File: src/rtl/regfile_rr_arbiter.sv
// Two-requester round-robin arbiter/sequencer for the 8x16 single-port
// register file. Requests from ports A and B are serialised into one-cycle
// RF_WrEn/RF_RdEn strobes. Read data is returned to the owner with a Done pulse.
//
// state  | meaning
// -------+----------------------------------------------------------------
// IDLE   | sample Req_A/Req_B, grant one, latch its op/addr/data
// ISSUE  | one-cycle RF_WrEn or RF_RdEn strobe with the latched op
// RDWAIT | RF_RdData valid; copy it into the owner's RData register
// DONE   | one-cycle Done pulse to the owner, no sampling
module regfile_rr_arbiter #(
   parameter int DATA_W = 16,
   parameter int ADDR_W = 3
) (
   input  logic              CLK,
   input  logic              RST,
   input  logic              Req_A,
   input  logic              Wr_A,
   input  logic [ADDR_W-1:0] Addr_A,
   input  logic [DATA_W-1:0] WData_A,
   output logic              Done_A,
   output logic [DATA_W-1:0] RData_A,
   input  logic              Req_B,
   input  logic              Wr_B,
   input  logic [ADDR_W-1:0] Addr_B,
   input  logic [DATA_W-1:0] WData_B,
   output logic              Done_B,
   output logic [DATA_W-1:0] RData_B,
   output logic              Busy,
   output logic              RF_WrEn,
   output logic              RF_RdEn,
   output logic [ADDR_W-1:0] RF_Address,
   output logic [DATA_W-1:0] RF_WrData,
   input  logic [DATA_W-1:0] RF_RdData
);

   typedef enum logic [1:0] {
      IDLE   = 2'd0,
      ISSUE  = 2'd1,
      RDWAIT = 2'd2,
      DONE   = 2'd3
   } state_t;

   localparam logic SEL_A = 1'b0;
   localparam logic SEL_B = 1'b1;

   state_t              state;
   state_t              state_nxt;
   logic                last_grant;
   logic                last_grant_nxt;
   logic                owner;
   logic                owner_nxt;
   logic                op_wr;
   logic                op_wr_nxt;
   logic                pick_b;

   logic                rf_wren_nxt;
   logic                rf_rden_nxt;
   logic [ADDR_W-1:0]   rf_address_nxt;
   logic [DATA_W-1:0]   rf_wrdata_nxt;
   logic                done_a_nxt;
   logic                done_b_nxt;
   logic [DATA_W-1:0]   rdata_a_nxt;
   logic [DATA_W-1:0]   rdata_b_nxt;
   logic                busy_nxt;

   // Next-state and next-output decode; every output is registered below,
   // so the strobes computed here appear in the cycle after the decision.
   always_comb begin
      state_nxt      = state;
      last_grant_nxt = last_grant;
      owner_nxt      = owner;
      op_wr_nxt      = op_wr;
      rf_wren_nxt    = 1'b0;
      rf_rden_nxt    = 1'b0;
      rf_address_nxt = RF_Address;
      rf_wrdata_nxt  = RF_WrData;
      done_a_nxt     = 1'b0;
      done_b_nxt     = 1'b0;
      rdata_a_nxt    = RData_A;
      rdata_b_nxt    = RData_B;

      // On a tie the requester that did not win last time is chosen.
      if (Req_A && Req_B) begin
         pick_b = (last_grant == SEL_A);
      end else begin
         pick_b = Req_B;
      end

      case (state)
         IDLE: begin
            if (Req_A || Req_B) begin
               owner_nxt      = pick_b;
               last_grant_nxt = pick_b;
               if (pick_b) begin
                  op_wr_nxt      = Wr_B;
                  rf_address_nxt = Addr_B;
                  rf_wrdata_nxt  = WData_B;
               end else begin
                  op_wr_nxt      = Wr_A;
                  rf_address_nxt = Addr_A;
                  rf_wrdata_nxt  = WData_A;
               end
               rf_wren_nxt = op_wr_nxt;
               rf_rden_nxt = ~op_wr_nxt;
               state_nxt   = ISSUE;
            end
         end
         ISSUE: begin
            if (op_wr) begin
               done_a_nxt = (owner == SEL_A);
               done_b_nxt = (owner == SEL_B);
               state_nxt  = DONE;
            end else begin
               state_nxt = RDWAIT;
            end
         end
         RDWAIT: begin
            if (owner == SEL_B) begin
               rdata_b_nxt = RF_RdData;
            end else begin
               rdata_a_nxt = RF_RdData;
            end
            done_a_nxt = (owner == SEL_A);
            done_b_nxt = (owner == SEL_B);
            state_nxt  = DONE;
         end
         DONE: begin
            state_nxt = IDLE;
         end
         default: begin
            state_nxt = IDLE;
         end
      endcase

      busy_nxt = (state_nxt != IDLE);
   end

   // State and output registers with synchronous active-high reset; reset
   // drops any in-flight operation and re-arms A to win the first tie.
   always_ff @(posedge CLK) begin
      if (RST) begin
         state      <= IDLE;
         last_grant <= SEL_B;
         owner      <= SEL_A;
         op_wr      <= 1'b0;
         RF_WrEn    <= 1'b0;
         RF_RdEn    <= 1'b0;
         RF_Address <= '0;
         RF_WrData  <= '0;
         Done_A     <= 1'b0;
         Done_B     <= 1'b0;
         RData_A    <= '0;
         RData_B    <= '0;
         Busy       <= 1'b0;
      end else begin
         state      <= state_nxt;
         last_grant <= last_grant_nxt;
         owner      <= owner_nxt;
         op_wr      <= op_wr_nxt;
         RF_WrEn    <= rf_wren_nxt;
         RF_RdEn    <= rf_rden_nxt;
         RF_Address <= rf_address_nxt;
         RF_WrData  <= rf_wrdata_nxt;
         Done_A     <= done_a_nxt;
         Done_B     <= done_b_nxt;
         RData_A    <= rdata_a_nxt;
         RData_B    <= rdata_b_nxt;
         Busy       <= busy_nxt;
      end
   end

endmodule

File: config.mk
export PLATFORM = sky130hd
export DESIGN_NAME = regfile_rr_arbiter
export DESIGN_NICKNAME = d
export VERILOG_FILES = /design/src/rtl/regfile_rr_arbiter.sv
export SDC_FILE = /design/constraint.sdc
export NUM_CORES = 1
export LEC_CHECK = 0
export ABC_AREA = 1
export BUFFER_PORTS_ARGS = -buffer_cell sky130_fd_sc_hd__buf_2
export CORE_UTILIZATION = 45
export DETAILED_ROUTE_END_ITERATION = 16
export PLACE_DENSITY = 0.76
export RECOVER_POWER = 25
export SLEW_MARGIN = 0
export SYNTH_ARGS = -nofsm -noshare
export SYNTH_HDL_FRONTEND = slang
export SYNTH_SLANG_ARGS = --single-unit
File: constraint.sdc
create_clock -name CLK -period 3.6 [get_ports CLK]
set_input_delay 0.36 -clock CLK [delete_from_list [all_inputs] [get_ports CLK]]
set_output_delay 0.36 -clock CLK [all_outputs]
set_load 0.02 [all_outputs]
* After elaboration in Yosys (flattened, before gate mapping)
Cells that the tools add are included.
** Operators by class
- Mux-type cells :: 13
- Bitwise gates (word level) :: 5
- Reduce and logical (&&, ||, !) cells :: 8
- Equal/unequal tests :: 3
** Operators with widths (number)
- $mux 16 :: 1
- $pmux 2 s4 :: 1
- $mux 1 :: 7
- $reduce_and 2->1 :: 3
- $not 1->1 :: 5
- $eq 2x2->1 const B :: 2
- $pmux 1 s2 :: 2
- $mux 3 :: 1
- $reduce_or 3->1 :: 1
- $eq 2x1->1 const B :: 1
- $logic_not 2->1 :: 1
- $mux 2 :: 1
- $reduce_bool 2->1 :: 1
- $logic_and 1x1->1 :: 1
- $logic_or 1x1->1 :: 1
** Storage, ports and cells
- Register bits after elaboration :: 61
- Logic and storage cells :: 42

* Depth between registers and ports, before layout
- Depth in word-level cells :: 6
- Depth in mapped cells :: 8

* Least setup slack after synthesis
Ideal clock, no wire load.
- Kind :: register to register
- Start point :: reg state[0]
- End point :: reg RData_A[10]
- Data arrival time :: 1.185 ns
- Setup time :: 0.116 ns
- Stages on the path, launching flop included :: 9
- Setup slack :: 2.300 ns
- Cell sequence :: dfxtp_1 -> inv_1 -> ha_1 -> inv_2 -> nor2_4 -> inv_4 -> buf_12 -> nor2_2 -> nor2_1
** Between the ends
- Longest elaborated chain between the ends :: 2
** RTL lines
- start: declaration :: RTL line 47 : state_t state;
- start signal: assignment :: RTL line 157 : state <= state_nxt;
- $eq 2x2->1 :: RTL line 90 : case (state)
- $reduce_and 2->1 (no source line)
- end signal: assignment :: RTL line 167 : RData_A <= rdata_a_nxt;
- end: declaration :: RTL line 22 : output logic [DATA_W-1:0] RData_A,
Every way passes these cells.
A chain may end at the register's enable or synchronous reset.

* Worst setup path after layout
- Start point :: reg state[0]
- End point :: reg RData_A[0]
The elaborated chain is that of the path after synthesis.

==> results.yml <==
clocking:
  cts_max_path_buffers: 2
  root_buffer: "clkbuf_8"
  htreeDepth: 3
  numCtsBuffers: 9
  tritoncts: "yes"
  path_clk_slew_ps: 80
  postCtsResizedCells: 0
  holdBufCountCts: 0
  numClockSinks: 61
  cts_setup_buffers: 0
  clk-insertion-delay-late_ps: 340
timing:
  hold_violations: 0
  worst_pin_slew_ps: 802
  relSlewSlack_pct: 46.4
  finalClockSkew_ps: 10.9
  max_freq_mhz: 637
  timing.final.crit_share_pct: 43.6
  rsz0062_at_grt: "false"
  period_needed_ps: 1570
  tns_ps: 0
  drv_slew: 0
  setup_violations: 0
synth:
  synth_nets: 442
  synth-seq-area-share_pct: 44.6
  synth_area_mm2: 0.00274
  ys_warn_count: 0
  syn_inst: 378
  synth_area_per_cell_um2: 7.25
  synth_edf_count: 0
  synthArstFlopShare_pct: 0
  synth.distinct_cells: 26
  ys_seq_elements: 61
  synth_top_flop_cell: "dfxtp_1"
critical_path:
  slowest_stage: "dfxtp_1"
  reg2reg_from: "state[0]"
  max_stage_delay_ps: 320
  crit_path_start: "state[0]"
  rr_worst_depth: 7
  rrSetupSlack_ps: 2030
  worstPathRequired_ps: 3840
  crit_chain: "inv_1 -> ha_1 -> inv_2 -> nor2_4 -> inv_4 -> nor2_1 -> nor2_1"
  crit_type: "reg -> reg"
  arrival_ps: 1810
  crit_path_max_fanout: 17
  end_kind: "register"
  r2r_end: "RData_A[0]"
  path_common_cell: "nor2_1"
  cp-start-kind: "register"
min_path:
  hold_path.startpoint: "RST"
  holdPathEnd: "owner"
  min_path_cells: 2
  min_path_type: "in -> reg"
global_routing:
  grt_pass1_vias: 2280
  overflow: 0
  grt_use_total_pct: 20.1
  antenna_found_initial: 0
  grt_pass1_wl_um: 9810
  grt_max_degree: 56
final_layout:
  instances_no_fill: 563
  antenna_cells: 0
  multi_input_area_mm2: 0.00124
  regArea_mm2: 0.00122
  post-route-util_pct: 58.5
  drive_gt1_share_pct: 25.6
  nNetsFinal: 547
  fillers: 570
  area_growth_pct: 25.8
detailed_routing:
  wire_per_inst_um: 10.7
  antenna_left: 0
  routed_wl_um: 6020
  first_pass_iters: 4
  drt-initial-drc-count: 105
  dr_total_vias: 2578
  vias_per_cell: 4.58
  drc_errors: 0
placed_design:
  dp.cells: 547
  gp_congestion: 0.754
  dp_hpwl_um: 4160
  io_buffer_count: 115
die:
  die_x_um: 80.0
  die-area_mm2: 0.00640
  initial_utilization_pct: 46.5
  pin_count: 116
  rows: 28
  die_h_um: 80.0
  core_area_mm2: 0.00589
pwr:
  power_density_mw_per_mm2: 795
  p_clk_share_pct: 24.7
  combPwrFrac_pct: 39.9
  peakVddDrop_mv: 0.349
  p_sw_w: 0.00112
  p_leak_nw: 1.73
  swShare_pct: 41.0
  pwr-share-seq_pct: 35.5
  p_int_w: 0.00162
status:
  status: "completed"
job:
  drv_cap: 0
[layout make-up]
class,instances,share of cell area [%]
well taps,75,2.72
repair buffers,116,15.9
flip-flops and latches,61,35.4
multi-input cells,264,35.9
clock buffers,9,3.59
clock inverters,7,2.87
inverters,31,3.49
[synthesized netlist by cell type, types with 2 or more instances]
cell	count	area [µm²]
inv_2	2	7.51
o21ai_0	18	90.1
nand3_1	26	130
dfxtp_1	61	1220
inv_1	27	101
nor2_4	2	22.5
clkbuf_1	4	15.0
buf_6	6	67.6
a21boi_1	18	135
nor2_1	98	368
ha_1	4	50.1
o21ai_1	15	75.1
buf_2	8	40.0
nand2_1	68	255
nor2_2	10	62.6
[logic make-up (layout without fill, tap and decap cells)]
logic type	count (synthesis)	in the layout	share of synthesized area, %
AOI/OAI and AO/OA	54	54	12.2
and+or+nand+nor	206	206	31.2
DFF	61	61	44.6
buffers and inverters	53	163	10.2
adders and majority gates	4	4	1.83
[worst max-delay path, delay by kind of cell, from the launching register on]
| family | cells | cell delay (ps) |
|---|---|---|
| buf+inv | 3 | 380 |
| flops | 1 | 320 |
| simple gates | 3 | 540 |
| fa+ha+maj | 1 | 240 |
[placed cells by master, fill, tap and decap left out, types with 2 or more instances in the layout]
cell type,count
clkinv_4,2
nor2_1,98
ha_1,4
inv_2,2
o21ai_0,18
clkbuf_8,9
clkinv_2,2
a21boi_1,18
inv_1,27
nand2_1,68
nand3_1,26
buf_2,88
dfxtp_1,61
nor2_4,2
nor2_2,10
bufinv_16,2
clkbuf_1,27
o21ai_1,15
[sequential cells by signal, summed over array words and instances, names as in the netlist]
signal      count
Busy            1
Done_A          1
Done_B          1
RData_A        16
RData_B        16
RF_Address      3
RF_RdEn         1
RF_WrData      16
RF_WrEn         1
last_grant      1
op_wr           1
owner           1
state           2
[through the flow]
step                cell area (µm²)  hold WS, ps  setup slack, ps  total power (W)
floorplan                      2740          429             2300          0.00184
global placement               3260          457             1910          0.00208
detailed placement             3260          466             1850          0.00211
CTS                            3480          240             2030          0.00279
global route                   3450          254             1870          0.00297
finish                         3450          257             2030          0.00274
[power by group through the flow]
stage | clock [W] | combinational (W) | sequential [W]
floorplan | 0 | 0.000652 | 0.00119
global placement | 0 | 0.00110 | 0.000979
detailed placement | 0 | 0.00112 | 0.000983
CTS | 0.000693 | 0.00113 | 0.000969
global route | 0.000725 | 0.00125 | 0.000995
finish | 0.000676 | 0.00109 | 0.000972
[worst max-delay path by stage]
stage                   end  slack [ps]
2_1_floorplan   RData_A[10]        2300
3_3_place_gp   RF_WrData[2]        1910
3_5_place_dp   RF_WrData[2]        1850
4_1_cts          RData_A[0]        2030
5_1_grt          RData_A[4]        1870
6_report         RData_A[0]        2030
[layer usage]
metal	track usage, %	part of all wire (%)	vias to the layer above
met5	0	0	-
met4	11.8	2.0	0
met3	4.80	7.2	10
met2	33.9	46	84
li1	-	-	1390
met1	22.8	45	1094
No activity file was read; power rests on OpenSTA's default activity.
